==> config.mk <==
export PLATFORM = sky130hd
export DESIGN_NAME = uart_tx_arbiter_flat
export DESIGN_NICKNAME = d
export VERILOG_FILES = /design/src/rtl/uart_pkg.sv /design/src/rtl/uart_tx_arbiter_if.sv /design/src/rtl/uart_tx_serializer.sv /design/src/rtl/uart_tx_arbiter.sv /design/src/flat_wrapper.sv
export SDC_FILE = /design/constraint.sdc
export NUM_CORES = 1
export LEC_CHECK = 0
export ABC_AREA = 1
export BUFFER_PORTS_ARGS = -buffer_cell sky130_fd_sc_hd__buf_2
export CAP_MARGIN = 20
export CORE_ASPECT_RATIO = 1.2
export CORE_MARGIN = 2
export CORE_UTILIZATION = 45
export CTS_BUF_LIST = sky130_fd_sc_hd__clkbuf_8
export DETAILED_ROUTE_END_ITERATION = 16
export PLACE_DENSITY_LB_ADDON = 0.1
export SETUP_SLACK_MARGIN = 0.05
export SKIP_LAST_GASP = 1
export SLEW_MARGIN = 30
export SYNTH_ARGS = -nofsm -noshare
export SYNTH_HDL_FRONTEND = slang
export SYNTH_SLANG_ARGS = --single-unit
==> constraint.sdc <==
create_clock -name clock -period 6 [get_ports clock]
set_input_delay 1.5 -clock clock [delete_from_list [all_inputs] [get_ports clock]]
set_output_delay 1.5 -clock clock [all_outputs]
set_load 0.01 [all_outputs]
==> src/rtl/uart_pkg.sv <==
// rtl/uart_pkg.sv - shared UART types and constants
// Purpose: state encoding and frame constants used by the UART tx and rx blocks.
// Ports: none (package).
package uart_pkg;

  typedef enum logic [1:0] {
    IDLE  = 2'd0,
    START = 2'd1,
    DATA  = 2'd2,
    STOP  = 2'd3
  } uart_state_e;

  localparam int UART_DATA_BITS    = 8;
  localparam int UART_FRAME_BITS   = 10;
  localparam int UART_CLKS_PER_BIT = 1250;

endpackage

==> src/rtl/uart_tx_arbiter_if.sv <==
// rtl/uart_tx_arbiter_if.sv - requester byte handshake bundle
// Purpose: groups the per-requester valid/data/ready signals of the tx arbiter.
// Ports (signals):
//   req_valid[NUM_REQ]     requester i offers a byte
//   req_data[8*NUM_REQ]    byte i at [8*i +: 8]
//   req_ready[NUM_REQ]     one-hot or zero accept strobe from the arbiter
// Modports: master = requesters, slave = arbiter.
interface uart_tx_arbiter_if
  import uart_pkg::*;
#(
  parameter int NUM_REQ = 4
);

  logic [NUM_REQ-1:0]                req_valid;
  logic [UART_DATA_BITS*NUM_REQ-1:0] req_data;
  logic [NUM_REQ-1:0]                req_ready;

  modport master (output req_valid, output req_data, input req_ready);
  modport slave  (input req_valid, input req_data, output req_ready);

endinterface

==> src/rtl/uart_tx_serializer.sv <==
// rtl/uart_tx_serializer.sv - 8N1 frame serializer
// Purpose: turns one accepted byte into start, 8 data bits LSB first, stop.
// Ports:
//   clock  system clock, rising edge
//   reset  asynchronous, active-low
//   start  accept strobe; sampled only while idle
//   data   byte captured on the accept edge
//   tx     registered serial line, idle high
//   busy   registered, high from the cycle after accept until back in IDLE
module uart_tx_serializer
  import uart_pkg::*;
#(
  parameter int CLKS_PER_BIT = UART_CLKS_PER_BIT
) (
  input  logic                      clock,
  input  logic                      reset,
  input  logic                      start,
  input  logic [UART_DATA_BITS-1:0] data,
  output logic                      tx,
  output logic                      busy
);

  localparam int CNT_W = (CLKS_PER_BIT > 1) ? $clog2(CLKS_PER_BIT) : 1;
  localparam logic [CNT_W-1:0] BAUD_LAST = CNT_W'(CLKS_PER_BIT - 1);
  localparam logic [2:0]       BIT_LAST  = 3'(UART_DATA_BITS - 1);

  uart_state_e               state_q, state_d;
  logic [CNT_W-1:0]          baud_q, baud_d;
  logic [2:0]                bit_q, bit_d;
  logic [UART_DATA_BITS-1:0] shift_q, shift_d;
  logic                      tx_q, tx_d;
  logic                      busy_q, busy_d;
  logic                      baud_end;

  assign baud_end = (baud_q == BAUD_LAST);

  // tx_d/busy_d are computed from the state being entered, so the line
  // changes on the same edge as the state and the outputs stay registered.
  always_comb begin
    state_d  = state_q;
    baud_d   = baud_q;
    bit_d    = bit_q;
    shift_d  = shift_q;
    tx_d     = tx_q;
    busy_d   = busy_q;
    case (state_q)
      IDLE: begin
        baud_d = '0;
        bit_d  = '0;
        tx_d   = 1'b1;
        busy_d = 1'b0;
        if (start) begin
          shift_d = data;
          state_d = START;
          tx_d    = 1'b0;
          busy_d  = 1'b1;
        end
      end
      START: begin
        if (baud_end) begin
          baud_d  = '0;
          state_d = DATA;
          tx_d    = shift_q[0];
        end else begin
          baud_d = baud_q + CNT_W'(1);
        end
      end
      DATA: begin
        if (baud_end) begin
          baud_d = '0;
          if (bit_q == BIT_LAST) begin
            state_d = STOP;
            tx_d    = 1'b1;
          end else begin
            bit_d   = bit_q + 3'd1;
            shift_d = shift_q >> 1;
            // Next bit is shift_q[1]: the shifted value is not visible yet.
            tx_d    = shift_q[1];
          end
        end else begin
          baud_d = baud_q + CNT_W'(1);
        end
      end
      STOP: begin
        if (baud_end) begin
          baud_d  = '0;
          state_d = IDLE;
          tx_d    = 1'b1;
          busy_d  = 1'b0;
        end else begin
          baud_d = baud_q + CNT_W'(1);
        end
      end
      default: begin
        state_d = IDLE;
        baud_d  = '0;
        bit_d   = '0;
        tx_d    = 1'b1;
        busy_d  = 1'b0;
      end
    endcase
  end

  always_ff @(posedge clock or negedge reset) begin
    if (!reset) begin
      state_q <= IDLE;
      baud_q  <= '0;
      bit_q   <= '0;
      shift_q <= '0;
      tx_q    <= 1'b1;
      busy_q  <= 1'b0;
    end else begin
      state_q <= state_d;
      baud_q  <= baud_d;
      bit_q   <= bit_d;
      shift_q <= shift_d;
      tx_q    <= tx_d;
      busy_q  <= busy_d;
    end
  end

  assign tx   = tx_q;
  assign busy = busy_q;

endmodule

==> src/rtl/uart_tx_arbiter.sv <==
// rtl/uart_tx_arbiter.sv - round-robin sharing of one UART tx line
// Purpose: grants one of NUM_REQ byte requesters per frame and serializes it 8N1.
// Ports:
//   clock     system clock, rising edge
//   reset     asynchronous, active-low
//   req_if    slave side of the requester handshake (valid/data in, ready out)
//   tx        serial line, idle high
//   busy      high from the cycle after accept until the frame ends
//   grant_id  requester owning the current or last frame
module uart_tx_arbiter
  import uart_pkg::*;
#(
  parameter int CLKS_PER_BIT = UART_CLKS_PER_BIT,
  parameter int NUM_REQ      = 4
) (
  input  logic                       clock,
  input  logic                       reset,
  uart_tx_arbiter_if.slave           req_if,
  output logic                       tx,
  output logic                       busy,
  output logic [$clog2(NUM_REQ)-1:0] grant_id
);

  localparam int ID_W = $clog2(NUM_REQ);

  logic [ID_W-1:0]           last_grant_q, last_grant_d;
  logic [ID_W-1:0]           grant_id_q, grant_id_d;
  logic [ID_W-1:0]           winner;
  logic [ID_W-1:0]           idx;
  int                        sum;
  logic                      found;
  logic                      accept;
  logic                      ser_busy;
  logic [UART_DATA_BITS-1:0] win_data;

  // Search starts just after the last winner and wraps, so the previous
  // owner is considered last.
  always_comb begin
    winner = last_grant_q;
    found  = 1'b0;
    idx    = '0;
    sum    = 0;
    for (int k = 1; k <= NUM_REQ; k++) begin
      sum = int'(last_grant_q) + k;
      if (sum >= NUM_REQ) sum = sum - NUM_REQ;
      idx = ID_W'(sum);
      if (!found && req_if.req_valid[idx]) begin
        found  = 1'b1;
        winner = idx;
      end
    end
  end

  always_comb begin
    win_data = '0;
    for (int i = 0; i < NUM_REQ; i++) begin
      if (winner == ID_W'(i)) win_data = req_if.req_data[UART_DATA_BITS*i +: UART_DATA_BITS];
    end
  end

  // The serializer's busy is low exactly while it sits in IDLE.
  assign accept = found && !ser_busy;

  always_comb begin
    req_if.req_ready = '0;
    if (accept) req_if.req_ready[winner] = 1'b1;
  end

  always_comb begin
    last_grant_d = last_grant_q;
    grant_id_d   = grant_id_q;
    if (accept) begin
      last_grant_d = winner;
      grant_id_d   = winner;
    end
  end

  always_ff @(posedge clock or negedge reset) begin
    if (!reset) begin
      last_grant_q <= ID_W'(NUM_REQ - 1);
      grant_id_q   <= '0;
    end else begin
      last_grant_q <= last_grant_d;
      grant_id_q   <= grant_id_d;
    end
  end

  uart_tx_serializer #(
    .CLKS_PER_BIT(CLKS_PER_BIT)
  ) u_serializer (
    .clock(clock),
    .reset(reset),
    .start(accept),
    .data (win_data),
    .tx   (tx),
    .busy (ser_busy)
  );

  assign busy     = ser_busy;
  assign grant_id = grant_id_q;

endmodule
==> src/flat_wrapper.sv <==
// flat-port wrapper written by rule: the top's interface ports become plain ports
module uart_tx_arbiter_flat import uart_pkg::*;
#(
  parameter int CLKS_PER_BIT = UART_CLKS_PER_BIT,
  parameter int NUM_REQ      = 4
)
  (clock, reset, tx, busy, grant_id, req_if_req_valid, req_if_req_data, req_if_req_ready);
  uart_tx_arbiter_if #(.NUM_REQ(NUM_REQ)) req_if_i ();
  input  logic clock;
  input  logic reset;
  output logic tx;
  output logic busy;
  output logic [$clog2(NUM_REQ)-1:0] grant_id;
  input wire logic [$bits(req_if_i.req_valid)-1:0] req_if_req_valid;
  input wire logic [$bits(req_if_i.req_data)-1:0] req_if_req_data;
  output wire logic [$bits(req_if_i.req_ready)-1:0] req_if_req_ready;
  assign req_if_i.req_valid = req_if_req_valid;
  assign req_if_i.req_data = req_if_req_data;
  assign req_if_req_ready = req_if_i.req_ready;
  uart_tx_arbiter #(.CLKS_PER_BIT(CLKS_PER_BIT), .NUM_REQ(NUM_REQ)) u_core (.clock(clock), .reset(reset), .req_if(req_if_i), .tx(tx), .busy(busy), .grant_id(grant_id));
endmodule
==> results.sh <==
export IMPL_outcome="completed"
export IMPL_grt_ovfl_total=0
export IMPL_synth_top_area_frac=0.310
export IMPL_finalPower_w=0.000419
export IMPL_cp_end_kind="output port"
export IMPL_crit_fanout=20
export IMPL_yosysWarnings=0
export IMPL_finalCriticalPeriod_ns=4.77
export IMPL_die_area_sq_um=5420
export IMPL_drv_cap=0
export IMPL_ys_ff_latch=30
export IMPL_maxSlewViolCount=0
export IMPL_cp_start_kind="primary input"
export IMPL_dr_pass1_iters=4
export IMPL_postRouteAntennaNets=0
export IMPL_ys_top_cells_by_area="dfrtp_1, nand2_1, nand3_1, inv_1, nor2_1"
export IMPL_area_delta_synth_final_pct=15.4
export IMPL_cts_sinks=30
export IMPL_pwr_share_comb=0.138
export IMPL_yosysTopAreaCell="dfrtp_1"
export IMPL_critPathTopFamily="simple AND/OR/NAND/NOR gates"
export IMPL_syn_area_sq_um=2180
export IMPL_rows=27
export IMPL_grt_pass1_wl_mm=7.65
export IMPL_period_share=0.796
export IMPL_wl_mm=4.55
export IMPL_crit_buf_inv=2
export IMPL_hold_viol_final=0
export IMPL_drive_gt1_frac=0.217
export IMPL_hp_class="reg2reg"
export IMPL_r2r_start="u_core.last_grant_q[0]"
export IMPL_io_pin_count=46
export IMPL_cp_cell_sequence="buf_2, nand2_1, nand2_2, nand2_2, nand2_2, nor2_2, nand3_1, nand2_1, nand2_1, nor2_1, buf_2"
export IMPL_die_x_um=67.6
export IMPL_io_buffers=45
export IMPL_worstSkewPairLatency_ns=0.28
export IMPL_netlist_instances=321
export IMPL_clk_path_buf_depth=2
export IMPL_cpMaxStageDelayCell="nand2_1"
export IMPL_relSlewSlack=0.524
export IMPL_nets=414
export IMPL_cts_root_buf="clkbuf_8"
export IMPL_setup_tns_ns=0
export IMPL_num_vias=2024
export IMPL_p_clk_frac=0.378
export IMPL_grt_pass1_vias=1822
export IMPL_rsz0062_at_grt="false"
export IMPL_grt_max_degree=31
export IMPL_worstMarginPinSlew_ns=0.712
export IMPL_crit_required_ns=4.50
export IMPL_grt_total_usage=0.183
export IMPL_p_leak_nw=1.47
export IMPL_die_h_um=80.3
export IMPL_worstHoldStart="u_core.grant_id[0]"
export IMPL_cts_setup_buffers=0
export IMPL_syn_area_per_cell_sq_um=6.80
export IMPL_path_clk_slew_ns=0.06
export IMPL_cpPeakStageDelay_ns=0.54
export IMPL_cts_buffers_inserted=5
export IMPL_routed_via_density=4.74
export IMPL_cts_tree="built"
export IMPL_p_sw_w=0.000103
export IMPL_dpl_hpwl_mm=3.56
export IMPL_fin_skew_ns=0.00737
export IMPL_ctsResizeCount=0
export IMPL_drt_iter0_markers=112
export IMPL_max_freq_ghz=0.210
export IMPL_drc=0
export IMPL_power_density_nw_per_um2=166
export IMPL_gp_congestion=0.828
export IMPL_synth_seq_area_share=0.346
export IMPL_switching_share=0.247
export IMPL_setup_viol=0
export IMPL_fp_coreArea_sq_um=4630
export IMPL_critPathKind="in2out"
export IMPL_critical_path_startpoint="req_if_req_valid[2]"
export IMPL_p_int_w=0.000315
export IMPL_antenna_found_initial=0
export IMPL_synth_cell_types=34
export IMPL_start_util=0.471
export IMPL_peakVddDrop_mv=0.155
export IMPL_diodes=0
export IMPL_wl_per_cell_um=10.7
export IMPL_arrival_ns=3.27
export IMPL_ctsHoldBuffers=0
export IMPL_syn_nets=367
export IMPL_power_share_sequential=0.484
export IMPL_htreeDepth=2
-- kinds of logic (layout without fill, tap and decap cells) --
group | count (synthesis) | count (layout) | share of synthesized area
simple gates | 203 | 203 | 0.419
buf+inv | 51 | 99 | 0.107
fa+ha+maj | 8 | 8 | 0.0459
flops | 30 | 30 | 0.346
xor+xnor | 4 | 4 | 0.0161
compound gates | 25 | 25 | 0.0665
-- layout by cell type, fill, tap and decap left out --
cell	instances
inv_1	44
nand3_2	2
nor2_2	1
or2_4	1
nor4_1	1
nand2_4	1
inv_6	1
nor2_4	1
nor3b_1	3
o31ai_1	1
o21bai_1	1
nand4_1	2
or2_2	1
xnor2_1	1
nand2_2	11
inv_2	1
clkbuf_8	6
nand2_1	107
dfrtp_1	27
xor2_1	3
buf_4	1
o21ai_0	6
clkinv_1	1
o21ai_2	3
nand3_4	1
a21oi_1	12
o21ai_1	1
nand3_1	37
buf_2	45
nor2_1	27
a31o_2	1
nor3_1	7
dfstp_2	3
ha_1	8
-- synth_stat cells --
master    instances
nand2_1         107
inv_1            42
nand3_1          37
dfrtp_1          27
nor2_1           27
a21oi_1          12
nand2_2          11
ha_1              8
nor3_1            7
o21ai_0           6
buf_6             3
dfstp_2           3
nor3b_1           3
o21ai_2           3
xor2_1            3
buf_2             2
nand3_2           2
nand4_1           2
a31o_2            1
buf_8             1
clkinv_1          1
inv_2             1
inv_6             1
nand2_4           1
nand3_4           1
nor2_2            1
nor2_4            1
nor4_1            1
o21ai_1           1
o21bai_1          1
o31ai_1           1
or2_2             1
or2_4             1
xnor2_1           1
-- metrics by stage --
stage	cell area [sq um]	hold slack [ns]	setup WS (ns)	std cells	util
after floorplan	2180	0.449	1.85	321	-
after global placement	2430	0.458	1.28	419	0.525
after detailed placement	2430	0.469	1.23	419	0.525
after CTS	2520	0.483	1.21	427	0.544
after global routing	2520	0.494	0.961	427	0.544
final	2520	0.476	1.23	427	0.544
-- layout make-up --
class                      count  area, sq um
inverter                      45          174
sequential                    30          754
multi-input combinational    240         1190
clock inverter                 2         7.51
tap                           58         72.6
timing repair buffer          46          233
fill                         469         2110
clock buffer                   6         82.6
-- registers in the layout, indices dropped and copies added, names as in the netlist --
register and flops:
u_core.u_serializer.baud_q 11, u_core.last_grant_q 2, u_core.u_serializer.tx 1, u_core.grant_id 2, u_core.u_serializer.shift_q 8, u_core.u_serializer.bit_q 3
u_core.u_serializer.state_q 2, u_core.u_serializer.busy 1
-- path summary, 6_finish.rpt --
kind / slack [ns] / to / depth (start not counted)
max in group asynchronous: 4.34 / u_core.u_serializer.baud_q[8] / 1
min in group asynchronous: 1.25 / u_core.u_serializer.shift_q[7] / 1
hold / removal: 0.48 / u_core.grant_id[0] / 2
hold reg to reg: 0.48 / u_core.grant_id[0] / 2
setup reg to reg: 3.30 / u_core.u_serializer.shift_q[2] / 14
setup / recovery: 1.23 / req_if_req_ready[3] / 11
-- routing by layer --
layer	part of all wire	wire, um	vias to the layer above	GRT usage
met5	0	0	-	0
met4	0.014	64	0	0.0673
met3	0.044	200	7	0.0336
met2	0.50	2260	42	0.326
met1	0.44	2020	875	0.214
li1	-	-	1100	-
-- power by group through the flow --
stage	logic, W	clock network [W]	registers [W]
final	0.0000580	0.000158	0.000203
after global routing	0.0000674	0.000172	0.000202
after CTS	0.0000591	0.000165	0.000202
after detailed placement	0.0000587	0	0.000206
after global placement	0.0000584	0	0.000206
after floorplan	0.0000398	0	0.000206
-- worst reg2reg max path, stage by stage, from the launching register on --
cell,delay (ns)
dfstp_2,0.66
inv_6,0.08
nand2_2,0.07
nand2_2,0.08
nand2_2,0.09
nand2_2,0.08
nor2_2,0.15
nand3_1,0.09
nand2_1,0.54
inv_1,0.21
or2_2,0.32
nand3_1,0.09
nand2_1,0.05
nand2_1,0.05
nand2_1,0.04
Power figures use the tool's default switching activity.
